==> config.mk <==
export PLATFORM = sky130hd
export DESIGN_NAME = wb_arbiter_2x1
export DESIGN_NICKNAME = d
export VERILOG_FILES = /design/src/rtl/wb_arbiter_2x1.sv
export SDC_FILE = /design/constraint.sdc
export NUM_CORES = 1
export LEC_CHECK = 0
export BUFFER_PORTS_ARGS = -buffer_cell sky130_fd_sc_hd__buf_4
export CAP_MARGIN = 20
export CORE_ASPECT_RATIO = 0.5
export CORE_UTILIZATION = 30
export CTS_BUF_LIST = sky130_fd_sc_hd__clkbuf_16
export CTS_CLUSTER_DIAMETER = 30
export DETAILED_ROUTE_END_ITERATION = 7
export PLACE_DENSITY = 0.65
export RECOVER_POWER = 50
export REMOVE_ABC_BUFFERS = 1
export SLEW_MARGIN = 0
export SYNTH_ARGS = -nofsm -noshare
export SYNTH_HDL_FRONTEND = slang
export SYNTH_SLANG_ARGS = --single-unit
==> constraint.sdc <==
create_clock -name CLK -period 2.16 [get_ports CLK]
set_input_delay 0.432 -clock CLK [delete_from_list [all_inputs] [get_ports CLK]]
set_output_delay 0.432 -clock CLK [all_outputs]
set_load 0.01 [all_outputs]
==> src/rtl/wb_arbiter_2x1.sv <==
// wb_arbiter_2x1 -- two-master to one-slave Wishbone (pipelined) arbiter that
// keeps exactly one transaction outstanding downstream.
//
// Ports
//   CLK, RSTN                  clock, synchronous active-low reset
//   M_CYC/M_STB/M_WE [1:0]     per-master request qualifiers (bit i = master i)
//   M_ADDR/M_WDATA/M_SEL       packed per-master request fields (slice i = master i)
//   M_STALL/M_ACK/M_ERR [1:0]  per-master stall and registered response pulses
//   M_RDATA                    shared read data, valid only with M_ACK
//   S_CYC/S_STB/S_WE/S_ADDR/S_WDATA/S_SEL   downstream request (fields registered)
//   S_STALL/S_ACK/S_ERR/S_RDATA             downstream response
//
// Build option
//   WB_ARB_TIMEOUT_EN  adds a watchdog: after TIMEOUT_CYCLES busy cycles with no
//                      downstream response the granted master gets an M_ERR pulse
//                      and the arbiter returns to IDLE.

module wb_arbiter_2x1 #(
    parameter int ADDR_WIDTH     = 32,
    parameter int DATA_WIDTH     = 32,
    parameter int TIMEOUT_CYCLES = 255
) (
    input  logic                      CLK,
    input  logic                      RSTN,
    input  logic [1:0]                M_CYC,
    input  logic [1:0]                M_STB,
    input  logic [1:0]                M_WE,
    input  logic [2*ADDR_WIDTH-1:0]   M_ADDR,
    input  logic [2*DATA_WIDTH-1:0]   M_WDATA,
    input  logic [2*DATA_WIDTH/8-1:0] M_SEL,
    output logic [1:0]                M_STALL,
    output logic [1:0]                M_ACK,
    output logic [1:0]                M_ERR,
    output logic [DATA_WIDTH-1:0]     M_RDATA,
    output logic                      S_CYC,
    output logic                      S_STB,
    output logic                      S_WE,
    output logic [ADDR_WIDTH-1:0]     S_ADDR,
    output logic [DATA_WIDTH-1:0]     S_WDATA,
    output logic [DATA_WIDTH/8-1:0]   S_SEL,
    input  logic                      S_STALL,
    input  logic                      S_ACK,
    input  logic                      S_ERR,
    input  logic [DATA_WIDTH-1:0]     S_RDATA
);

    localparam int SW = DATA_WIDTH / 8;

    typedef enum logic [1:0] {IDLE = 2'd0, ISSUE = 2'd1, WAIT = 2'd2} state_t;

    state_t                state_q, state_d;
    logic                  ptr_q, ptr_d;       // master served last
    logic                  grant_q, grant_d;
    logic                  abort_q, abort_d;   // granted master dropped CYC mid-transaction
    logic                  we_q, we_d;
    logic [ADDR_WIDTH-1:0] addr_q, addr_d;
    logic [DATA_WIDTH-1:0] wdata_q, wdata_d;
    logic [SW-1:0]         sel_q, sel_d;
    logic [1:0]            ack_q, ack_d;
    logic [1:0]            err_q, err_d;
    logic [DATA_WIDTH-1:0] rdata_q, rdata_d;

    logic [1:0] req;
    logic       win_vld;
    logic       win;
    logic       resp;
    logic       timeout;

    assign req     = M_CYC & M_STB;
    assign win_vld = |req;
    // Tie goes to the master not served last; otherwise the sole requester.
    assign win     = (req == 2'b11) ? ~ptr_q : req[1];

    // A response only counts once the strobe has been taken (not while stalled).
    assign resp = (S_ACK || S_ERR) &&
                  ((state_q == ISSUE && !S_STALL) || state_q == WAIT);

`ifdef WB_ARB_TIMEOUT_EN
    logic [15:0] cnt_q, cnt_d;

    // Held at zero in IDLE, so it starts from zero on every acceptance.
    always_comb begin
        cnt_d = '0;
        if (state_q != IDLE) cnt_d = cnt_q + 16'd1;
    end

    // Fires in the busy cycle that brings the count to TIMEOUT_CYCLES.
    assign timeout = (state_q != IDLE) && !resp &&
                     (({1'b0, cnt_q} + 17'd1) == 17'(TIMEOUT_CYCLES));

    always_ff @(posedge CLK) begin
        if (!RSTN) cnt_q <= '0;
        else       cnt_q <= cnt_d;
    end
`else
    logic cfg_unused;
    assign cfg_unused = (TIMEOUT_CYCLES != 0);
    assign timeout    = 1'b0;
`endif

    always_comb begin
        M_STALL = 2'b11;
        if (state_q == IDLE && win_vld) M_STALL[win] = 1'b0;
    end

    always_comb begin
        state_d = state_q;
        ptr_d   = ptr_q;
        grant_d = grant_q;
        abort_d = abort_q;
        we_d    = we_q;
        addr_d  = addr_q;
        wdata_d = wdata_q;
        sel_d   = sel_q;
        ack_d   = 2'b00;
        err_d   = 2'b00;
        rdata_d = rdata_q;
        case (state_q)
            IDLE: begin
                if (win_vld) begin
                    state_d = ISSUE;
                    grant_d = win;
                    abort_d = 1'b0;
                    we_d    = M_WE[win];
                    addr_d  = win ? M_ADDR[2*ADDR_WIDTH-1:ADDR_WIDTH] : M_ADDR[ADDR_WIDTH-1:0];
                    wdata_d = win ? M_WDATA[2*DATA_WIDTH-1:DATA_WIDTH] : M_WDATA[DATA_WIDTH-1:0];
                    sel_d   = win ? M_SEL[2*SW-1:SW] : M_SEL[SW-1:0];
                end
            end
            ISSUE, WAIT: begin
                abort_d = abort_q || !M_CYC[grant_q];
                if (resp) begin
                    state_d = IDLE;
                    ptr_d   = grant_q;
                    rdata_d = S_RDATA;
                    if (!abort_d) begin
                        ack_d[grant_q] = S_ACK;
                        err_d[grant_q] = S_ERR;
                    end
                end else if (timeout) begin
                    state_d = IDLE;
                    ptr_d   = grant_q;
                    if (!abort_d) err_d[grant_q] = 1'b1;
                end else if (state_q == ISSUE && !S_STALL) begin
                    state_d = WAIT;
                end
            end
            default: state_d = IDLE;
        endcase
    end

    always_ff @(posedge CLK) begin
        if (!RSTN) begin
            state_q <= IDLE;
            ptr_q   <= 1'b1;
            grant_q <= 1'b0;
            abort_q <= 1'b0;
            we_q    <= 1'b0;
            addr_q  <= '0;
            wdata_q <= '0;
            sel_q   <= '0;
            ack_q   <= 2'b00;
            err_q   <= 2'b00;
            rdata_q <= '0;
        end else begin
            state_q <= state_d;
            ptr_q   <= ptr_d;
            grant_q <= grant_d;
            abort_q <= abort_d;
            we_q    <= we_d;
            addr_q  <= addr_d;
            wdata_q <= wdata_d;
            sel_q   <= sel_d;
            ack_q   <= ack_d;
            err_q   <= err_d;
            rdata_q <= rdata_d;
        end
    end

    assign S_CYC   = (state_q != IDLE);
    assign S_STB   = (state_q == ISSUE);
    assign S_WE    = we_q;
    assign S_ADDR  = addr_q;
    assign S_WDATA = wdata_q;
    assign S_SEL   = sel_q;
    assign M_ACK   = ack_q;
    assign M_ERR   = err_q;
    assign M_RDATA = rdata_q;

endmodule

---- After elaboration in Yosys (flattened, before gate mapping) ----
Index checks and enable logic that the tools add are counted.
word-level totals
  input port bits ......................... 179
  output and inout port bits .............. 109
  bits in registers ....................... 110
  word-level logic and storage cells ...... 67
cells by class
  order comparisons ....................... 4
  multiplexer cells ....................... 19
  bitwise operators ....................... 8
  reductions and logical operators ........ 20
  eq/ne operators ......................... 5
operators with widths
  operator            number
  $mux 32             2
  $mux 1              8
  $mux 2              4
  $reduce_and 2->1    4
  $and 2x2->2         3
  $logic_and 1x1->1   5
  $eq 2x2->1 const B  2
  $lt 1x2->1 const B  2
  $mux 4              1
  $not 1->1           4
  $pmux 2 s2          1
  $reduce_bool 2->1   2
  $reduce_or 2->1     2
  $reduce_or 4->1     1
  $logic_or 1x1->1    3
  $ne 3x3->1 const B  1
  $demux 1 s1         2
  $eq 2x1->1 const B  1
  $ge 1x1->1 const B  2
  $logic_not 1->1     2
  $logic_not 2->1     1
  $ne 2x2->1 const B  1
  $not 2->2           1
  $pmux 1 s2          1

---- Depth between registers and ports, before layout ----
Gate-level depths: netlist of the first run.
  depth after elaboration ................. 9
  mapped depth ............................ 8

---- Worst setup path after synthesis of the first run ----
OpenSTA, ideal clock, no wires.
  kind .................................... register -> register
  start point ............................. register state_q[0]
  end point ............................... register wdata_q[10] (netlist: S_WDATA[10])
  stages on the path, launching flop included .. 9
  library setup time ...................... 122 ps
  arrival time ............................ 1749 ps
  slack ................................... 290 ps
  path buffers ............................ 2
  cells stage by stage .................... dfxtp_1 -> inv_1 -> ha_1 -> nand3_1 -> o21bai_1 -> nor2_4 -> buf_2 -> buf_4 -> a221o_1
between the ends
  longest elaborated chain between the ends .. 2
ends and longest elaborated chain
  item                        RTL line  RTL
  start, declared             51        state_t state_q, state_d;
  start signal, assigned      166       state_q <= state_d;
  $logic_not 2->1             118       case (state_q)
  $reduce_and 2->1 (no line)  --
  end signal, assigned        172       wdata_q <= wdata_d;
  end, declared               57        logic [DATA_WIDTH-1:0] wdata_q, wdata_d;
Every way passes these cells.
A chain may end at the register's enable or synchronous reset.

---- Worst setup path after layout of the first run ----
  start point ............................. register state_q[1]
  end point ............................... output M_STALL[1]
between the ends
  longest elaborated chain between the ends .. 3
ends and longest elaborated chain
  item               RTL line  RTL
  $logic_not 2->1    103       if (state_q == IDLE && win_vld) M_STALL[win] = 1'b0;
  $logic_and 1x1->1  103
  $mux 2             103
  end, declared      31        output logic [1:0] M_STALL,
Every way passes these cells.

==> key figures, run 1 <==
Clock network
  • CTS Buf Count: 9
  • Reg clk slew, reported paths: around 0.07 ns
  • CTS Sinks: 110
  • CTS tree: built
  • Clock tree buffer depth: 2
  • Hold-fix buffers, CTS: 0
  • CTS root buffer: clkbuf_16
  • # H-tree levels: 3
  • Clk_lat worst skew: 0.34 ns

Synthesis
  • Syn_area_per_cell: 9.90 µm²
  • EDFF count, synth: 0
  • Synth area leader: dfxtp_1
  • Seq cells post-synth: 110
  • Yosys synthesis warning count: 0
  • Xor-xnor portion of the synthesized cell area: 0
  • Synth area leaders: dfxtp_1 (52%), a221o_1 (16%), and3_1 (10%)
  • Cell with the most instances after synthesis: dfxtp_1
  • Ys async rst share: 0
  • Synthesized area: 4230 µm²
  • Largest family of logic cells by synthesized area: compound AO/OA/AOI/OAI gates
  • Prevailing post-synth register cell: dfxtp_1
  • Complex-gate fraction of the synthesized area: 0.228
  • Synth top area share: 0.521
  • Adder-Cell Fraction of Synth Area: 0.0148
  • Post-synthesis mux area share: 0.00266
  • Post-synth top cells: dfxtp_1 (110), a221o_1 (69), and3_1 (69)
  • Synth Area in Simple Gates: 0.187
  • Synth cell types: 34
  • Post-synthesis sequential area ratio: 0.521
  • Synth Instances: around 430

Placement
  • PortBufs: around 290
  • Placed inst area: around 6600 µm²
  • Place WS: 0.219 ns
  • Routability cong.: 0.776
  • HPWL Detailed: 9.96 mm
  • Placed insts: 878

Cells and area
  • Area occupied by multi-input gates: 1840 µm²
  • Core Util, Final: 0.475
  • Filler cells: 1,399
  • Area grow syn2layout: 53.6%
  • Share of layout cells above drive strength 1: 0.309
  • # diodes: 0
  • Final Non-Filler Cells: 894
  • Nets: 881
  • Register area: between 2000 and 2500 µm²
  • Final Cell Area: 6490 µm²

Global routing
  • Initial antenna violation count: 0
  • Final global-route overflow total: 0
  • Largest net degree at the start of global routing: 70
  • GRT Resource Usage Total: 0.182
  • Global-route wire length before repair: 20.9 mm
  • Vias in the first global route: 3,951

Timing
  • Final Hold Viols: 0
  • RSZ-0062 raised after global routing: no
  • Fin crit share: 0.953
  • Worst-margin pin slew: 0.475 ns
  • Post-route clock skew: 0.00567 ns
  • Final setup fails: 0
  • Fmax achieved: 486 MHz
  • Pins Over Slew Limit: 0
  • Final WS setup: approximately 0.1 ns
  • Slew HR: 0.683
  • Fin crit period: 2.06 ns

Detailed routing
  • DR WL/cell: 15.8 µm
  • DRC viols: 0
  • Final wirelength: 14.1 mm
  • Vias per cell: roughly 4.8
  • First-iteration detailed-routing DRC count: 254
  • Routed via count: roughly 4.3k
  • TritonRoute pass-1 iters: 4
  • Post-route ant nets: 0

Floorplanning
  • Die Height: approximately 86 µm
  • Starting Density: 0.309
  • Top-level I/O count: 288
  • Die width: 170 µm
  • Placement Rows: 30
  • DIE AREA: 14,600 µm²
  • Core Box Area: ~14,000 µm²

Critical path
  • Critical Path RT: between 1.5 and 2 ns
  • Arrival @ worst endpoint: between 1.5 and 2 ns
  • Reg2reg start: state_q[1]
  • Critical path class: register to primary output
  • Worst Path Max Fanout: 5
  • Crit path from: state_q[1]
  • CP Launch Type: register
  • Crit. End Element: primary output

Pwr
  • Int Power: just under 4 mW
  • Flop pwr share: 0.432
  • Switch share: 0.287
  • Overall Power: about 5.5 mW
  • PwrDens: 850 nW/µm²
  • Combinational power share: 0.242
  • Leakage power: 2.97 nW
  • Clock network fraction of total power: 0.326
  • Sw power: roughly 1.6 mW
  • VDD IR max: around 0.36 mV

Min path
  • Hold path startpoint: M_WDATA[33]
  • Hold crit path type: input pin to register

Status
  • Status: completed

Flow run
  • Max Cap Viol: 0
-- worst max-delay path, cell delays in order (launching register included) --
cell,delay [ns]
dfxtp_1,0.34
inv_1,0.17
ha_4,0.21
inv_2,0.04
a311o_1,0.37
buf_4,0.17
-- sequential cells by signal, summed over array words and instances, names as in the netlist --
| register | count |
|---|---|
| ptr_q | 1 |
| M_ACK | 2 |
| M_RDATA | 32 |
| S_WDATA | 32 |
| S_ADDR | 32 |
| S_WE | 1 |
| abort_q | 1 |
| M_ERR | 2 |
| S_SEL | 4 |
| state_q | 2 |
| grant_q | 1 |
-- layout by cell type, fill, tap and decap left out, drive strengths merged --
| cell type | synthesis | final |
|---|---|---|
| a21o | 1 | 1 |
| a21oi | 33 | 33 |
| a221o | 69 | 69 |
| a22oi | 1 | 1 |
| a311o | 1 | 1 |
| a32oi | 1 | 1 |
| and3 | 69 | 69 |
| buf | 11 | 192 |
| bufinv | 0 | 2 |
| clkbuf | 27 | 114 |
| clkinv | 0 | 4 |
| dfxtp | 110 | 110 |
| ha | 5 | 5 |
| inv | 7 | 8 |
| mux2 | 1 | 1 |
| nand2 | 67 | 67 |
| nand2b | 2 | 2 |
| nand3 | 2 | 2 |
| nand3b | 1 | 1 |
| nand4 | 1 | 1 |
| nor2 | 6 | 6 |
| nor2b | 1 | 1 |
| nor4 | 2 | 2 |
| o211ai | 1 | 1 |
| o21ai | 1 | 1 |
| o21bai | 1 | 1 |
| o221a | 2 | 2 |
| o221ai | 1 | 1 |
| o31ai | 1 | 1 |
| o32ai | 1 | 1 |
| or3 | 1 | 1 |
-- per-stage QoR --
step / hold WS [ns] / setup TNS (ns)
final: 0.307 / 0
after global routing: 0.290 / 0
after CTS: 0.291 / 0
after detailed placement: 0.447 / 0
after global placement: 0.442 / 0
after floorplan: 0.474 / -10.05
-- final cells by class --
cell class	instances	share of cell area
clock inverter	7	0.0150
inverter	7	0.00405
clock buffer	9	0.0347
sequential	110	0.339
tap	192	0.0370
multi-input combinational	272	0.283
timing repair buffer	297	0.287
-- power by group through the flow --
stage                     clock network [mW]  registers, mW  logic, mW
after global placement                     0           2.43       1.47
after CTS                               1.86           2.39       1.49
after global routing                    1.94           2.41       1.44
after floorplan                            0           2.52      0.527
final                                   1.80           2.39       1.34
after detailed placement                   0           2.43       1.48
-- timing repair --
action | CTS | global route
gates resized for setup | 1 | 1
setup endpoints to repair | 1 | 1
buffers inserted | 0 | 0
-- routing by layer --
metal,track usage,wire length (µm),vias up
met3,0.0457,823,14
met4,0.0467,159,0
met5,0,0,-
li1,-,-,2145
met2,0.301,6830,161
met1,0.236,6290,2001
-- final timing paths --
path / to / slack (ns) / depth (start not counted)
setup / recovery: M_STALL[1] / 0.10 / 5
hold / removal: S_WDATA[1] / 0.31 / 2
setup reg to reg: M_RDATA[24] / 0.27 / 7
hold reg to reg: M_RDATA[11] / 0.45 / 2
-- logic make-up (layout without fill, tap and decap cells) --
group                    after synthesis  count (layout)
AND/OR/NAND/NOR                      152             152
adder cells (fa/ha/maj)                5               5
buffers and inverters                 45             320
multiplexers                           1               1
flip-flops                           110             110
AO/OA/AOI/OAI                        114             114
No activity file was read; power rests on OpenSTA's default activity.
==> run 2: changes to the inputs <==
--- a/config.mk
+++ b/config.mk
@@ -5,9 +5,9 @@
 export SDC_FILE = /design/constraint.sdc
 export NUM_CORES = 1
 export LEC_CHECK = 0
-export BUFFER_PORTS_ARGS = -buffer_cell sky130_fd_sc_hd__buf_4
+export BUFFER_PORTS_ARGS = -buffer_cell sky130_fd_sc_hd__buf_2
 export CAP_MARGIN = 20
-export CORE_ASPECT_RATIO = 0.5
+export CORE_ASPECT_RATIO = 0.75
 export CORE_UTILIZATION = 30
 export CTS_BUF_LIST = sky130_fd_sc_hd__clkbuf_16
 export CTS_CLUSTER_DIAMETER = 30
==> run 2 against run 1 <==
The run now ends with design-rule violations left. Core utilization down 4.3 points. Combinational power down 9.7%. Sequential share of layout area up 3.1 points. Cell count down 2.0%. Maximum frequency down 1.5%. Largest cell class unchanged.
==> key figures, run 2 (synthesis gave the netlist of run 1 again) <==
Floorplanning
  • Core Box Area: 13,700 µm² (about the same)
  • Placement Rows: 37 (was 30)
  • Die width: 139 µm (was 170 µm)
  • DIE AREA: 14,600 µm² (about the same)
  • Starting Density: 0.307 (was 0.309)
  • Top-level I/O count: 288 (unchanged)
  • Die Height: 105 µm (was 85.9 µm)

Cells and area
  • Filler cells: 1,410 (was 1,399)
  • Commonest non-fill, non-tap cell in the layout: buf_2 (was buf_4)
  • Share of layout cells above drive strength 1: 0.310 (was 0.309)
  • Core Util, Final: 0.432 (was 0.475)
  • Nets: 879 (was 881)
  • Most frequent cells in the layout: buf_2 (182), dfxtp_1 (110), clkbuf_1 (105), and3_1 (69), a221o_1 (69) (was buf_4 (190), dfxtp_1 (110), clkbuf_1 (105), and3_1 (69), a221o_1 (69))
  • Area grow syn2layout: 40.7% (was 53.6%)

Global routing
  • Initial antenna violation count: 1 (was 0)
  • Final global-route overflow total: 0 (unchanged)
  • Largest net degree at the start of global routing: 70 (unchanged)
  • GRT Resource Usage Total: 0.180 (was 0.182)
  • Global-route wire length before repair: 21.0 mm (was 20.9 mm)
  • Vias in the first global route: 4,308 (was 3,951)

Timing
  • Final Hold Viols: 0 (unchanged)
  • Final setup fails: 0 (unchanged)
  • Fin crit period: 2.09 ns (was 2.06 ns)
  • Fmax achieved: 479 MHz (was 486 MHz)
  • Fin crit share: 0.967 (was 0.953)
  • Slew HR: 0.575 (was 0.683)
  • RSZ-0062 raised after global routing: no (unchanged)
  • Pins Over Slew Limit: 0 (unchanged)
  • Post-route clock skew: 0.00525 ns (was 0.00567 ns)
  • Worst-margin pin slew: 0.638 ns (was 0.475 ns)

Critical path
  • Critical Path RT: 1.73 ns (about the same)
  • Reg-to-reg endpoint: S_WDATA[16] (was M_RDATA[24])
  • FF-to-FF setup slack: 0.28 ns (was 0.27 ns)
  • Worst Path Max Fanout: 5 (unchanged)
  • Arrival @ worst endpoint: 1.66 ns (was 1.63 ns)
  • Worst Reg-to-Reg Cells: 7 (unchanged)
  • Critical path class: register to primary output (unchanged)
  • CP Launch Type: register (unchanged)
  • Crit. End Element: primary output (unchanged)
  • Reg2reg start: state_q[1] (unchanged)

Detailed routing
  • Post-route ant nets: 0 (unchanged)
  • DR WL/cell: 15.6 µm (was 15.8 µm)
  • Vias per cell: 5.06 (was 4.83)
  • Final wirelength: 13.6 mm (was 14.1 mm)
  • First-iteration detailed-routing DRC count: 384 (was 254)
  • Routed via count: 4,435 (was 4,321)
  • TritonRoute pass-1 iters: 7 (was 4)
  • DRC viols: 10 (was 0)

Flow run
  • Max Cap Viol: 0 (unchanged)

Clock network
  • CTS root buffer: clkbuf_16 (unchanged)
  • CTS Sinks: 110 (unchanged)
  • # H-tree levels: 3 (unchanged)
  • CTS Buf Count: 9 (unchanged)
  • Post-CTS Setup Inserts: 0 (unchanged)
  • Clock tree buffer depth: 2 (unchanged)
  • CTS tree: built (unchanged)
  • Clk_lat worst skew: 0.35 ns (was 0.34 ns)
  • Reg clk slew, reported paths: 0.07 ns (about the same)

Placement
  • HPWL Detailed: 10.2 mm (was 9.96 mm)
  • PortBufs: 287 (unchanged)
  • Routability cong.: 0.823 (was 0.776)

Min path
  • Hold endpoint: S_SEL[1] (was S_WDATA[1])
  • Hold depth: 2 (unchanged)
  • Hold crit path type: input pin to register (unchanged)
  • Hold path startpoint: M_SEL[5] (was M_WDATA[33])

Pwr
  • PwrDens: 872 nW/µm² (was 850 nW/µm²)
  • VDD IR max: 0.357 mV (was 0.362 mV)
  • Overall Power: 5.18 mW (was 5.52 mW)
  • Leakage power: 2.78 nW (was 2.97 nW)

Status
  • Violated checks: design-rule violations
  • Status: finished, violations left (was completed)
==> run 2: cell types whose count changed in the layout (fill, tap and decap cells not counted), moves of 2 or more <==
cell	previous run	this run
inv_6	0	4
buf_4	190	7
buf_2	0	182
bufinv_16	2	0
==> run 2: routing by layer <==
metal	vias to the layer above	wire, µm	track usage
met5	-	0	0
met4	0	194	0.0651
li1	2139	-	-
met2	186	6590	0.299
met3	13	878	0.0422
met1	2097	5990	0.227
==> run 2: worst max-delay path by stage <==
| stage | start | endpoint | cells past startpoint |
|---|---|---|---|
| floorplan | state_q[0] | S_ADDR[0] | 6 |
| global placement | state_q[0] | S_ADDR[11] | 7 |
| detailed placement | state_q[0] | S_WDATA[16] | 7 |
| CTS | state_q[0] | M_STALL[1] | 5 |
| global route | state_q[1] | M_STALL[1] | 5 |
| finish | state_q[1] | M_STALL[1] | 5 |
==> run 2: timing repair <==
item	4_1_cts	5_1_grt
setup endpoints to repair	1	1
gates resized for setup	1	2
hold buffers	0	0
==> run 2: power by group <==
part | leakage (nW) | switching (mW) | internal, mW
Clock | 0.141 | 0.779 | 0.798
Combinational | 1.74 | 0.687 | 0.521
Sequential | 0.897 | 0.132 | 2.27
Total | 2.78 | 1.60 | 3.59
==> run 2: through the flow <==
| stage | instances | cell area [µm²] | setup WS, ns | TNS, ns | hold WS (ns) |
|---|---|---|---|---|---|
| 6_report | 876 | 5950 | 0.0717 | 0 | 0.301 |
| 5_1_grt | 876 | 5950 | 0.0105 | 0 | 0.278 |
| 4_1_cts | 875 | 6060 | 0.0126 | 0 | 0.279 |
| 3_5_place_dp | 859 | 5780 | 0.188 | 0 | 0.443 |
| 3_3_place_gp | 859 | 5780 | 0.315 | 0 | 0.438 |
| 2_1_floorplan | 389 | 4060 | -0.146 | -10.05 | 0.474 |
==> run 2: final cells by class <==
type	instances	area, µm²	share of cell area
Clock buffer	9	225	0.0379
Antenna cell	1	2.50	0.000421
Multi-Input combinational cell	272	1840	0.309
Inverter	7	26.3	0.00442
Sequential cell	110	2200	0.370
Timing Repair Buffer	295	1380	0.232
Clock inverter	7	53.8	0.00905
Tap cell	175	219	0.0368
==> run 2: critical path: stages, from the launching register on <==
cell and delay, ns:
dfxtp_1 0.34, inv_1 0.16, ha_4 0.20, inv_2 0.04, a311o_1 0.39, buf_2 0.18
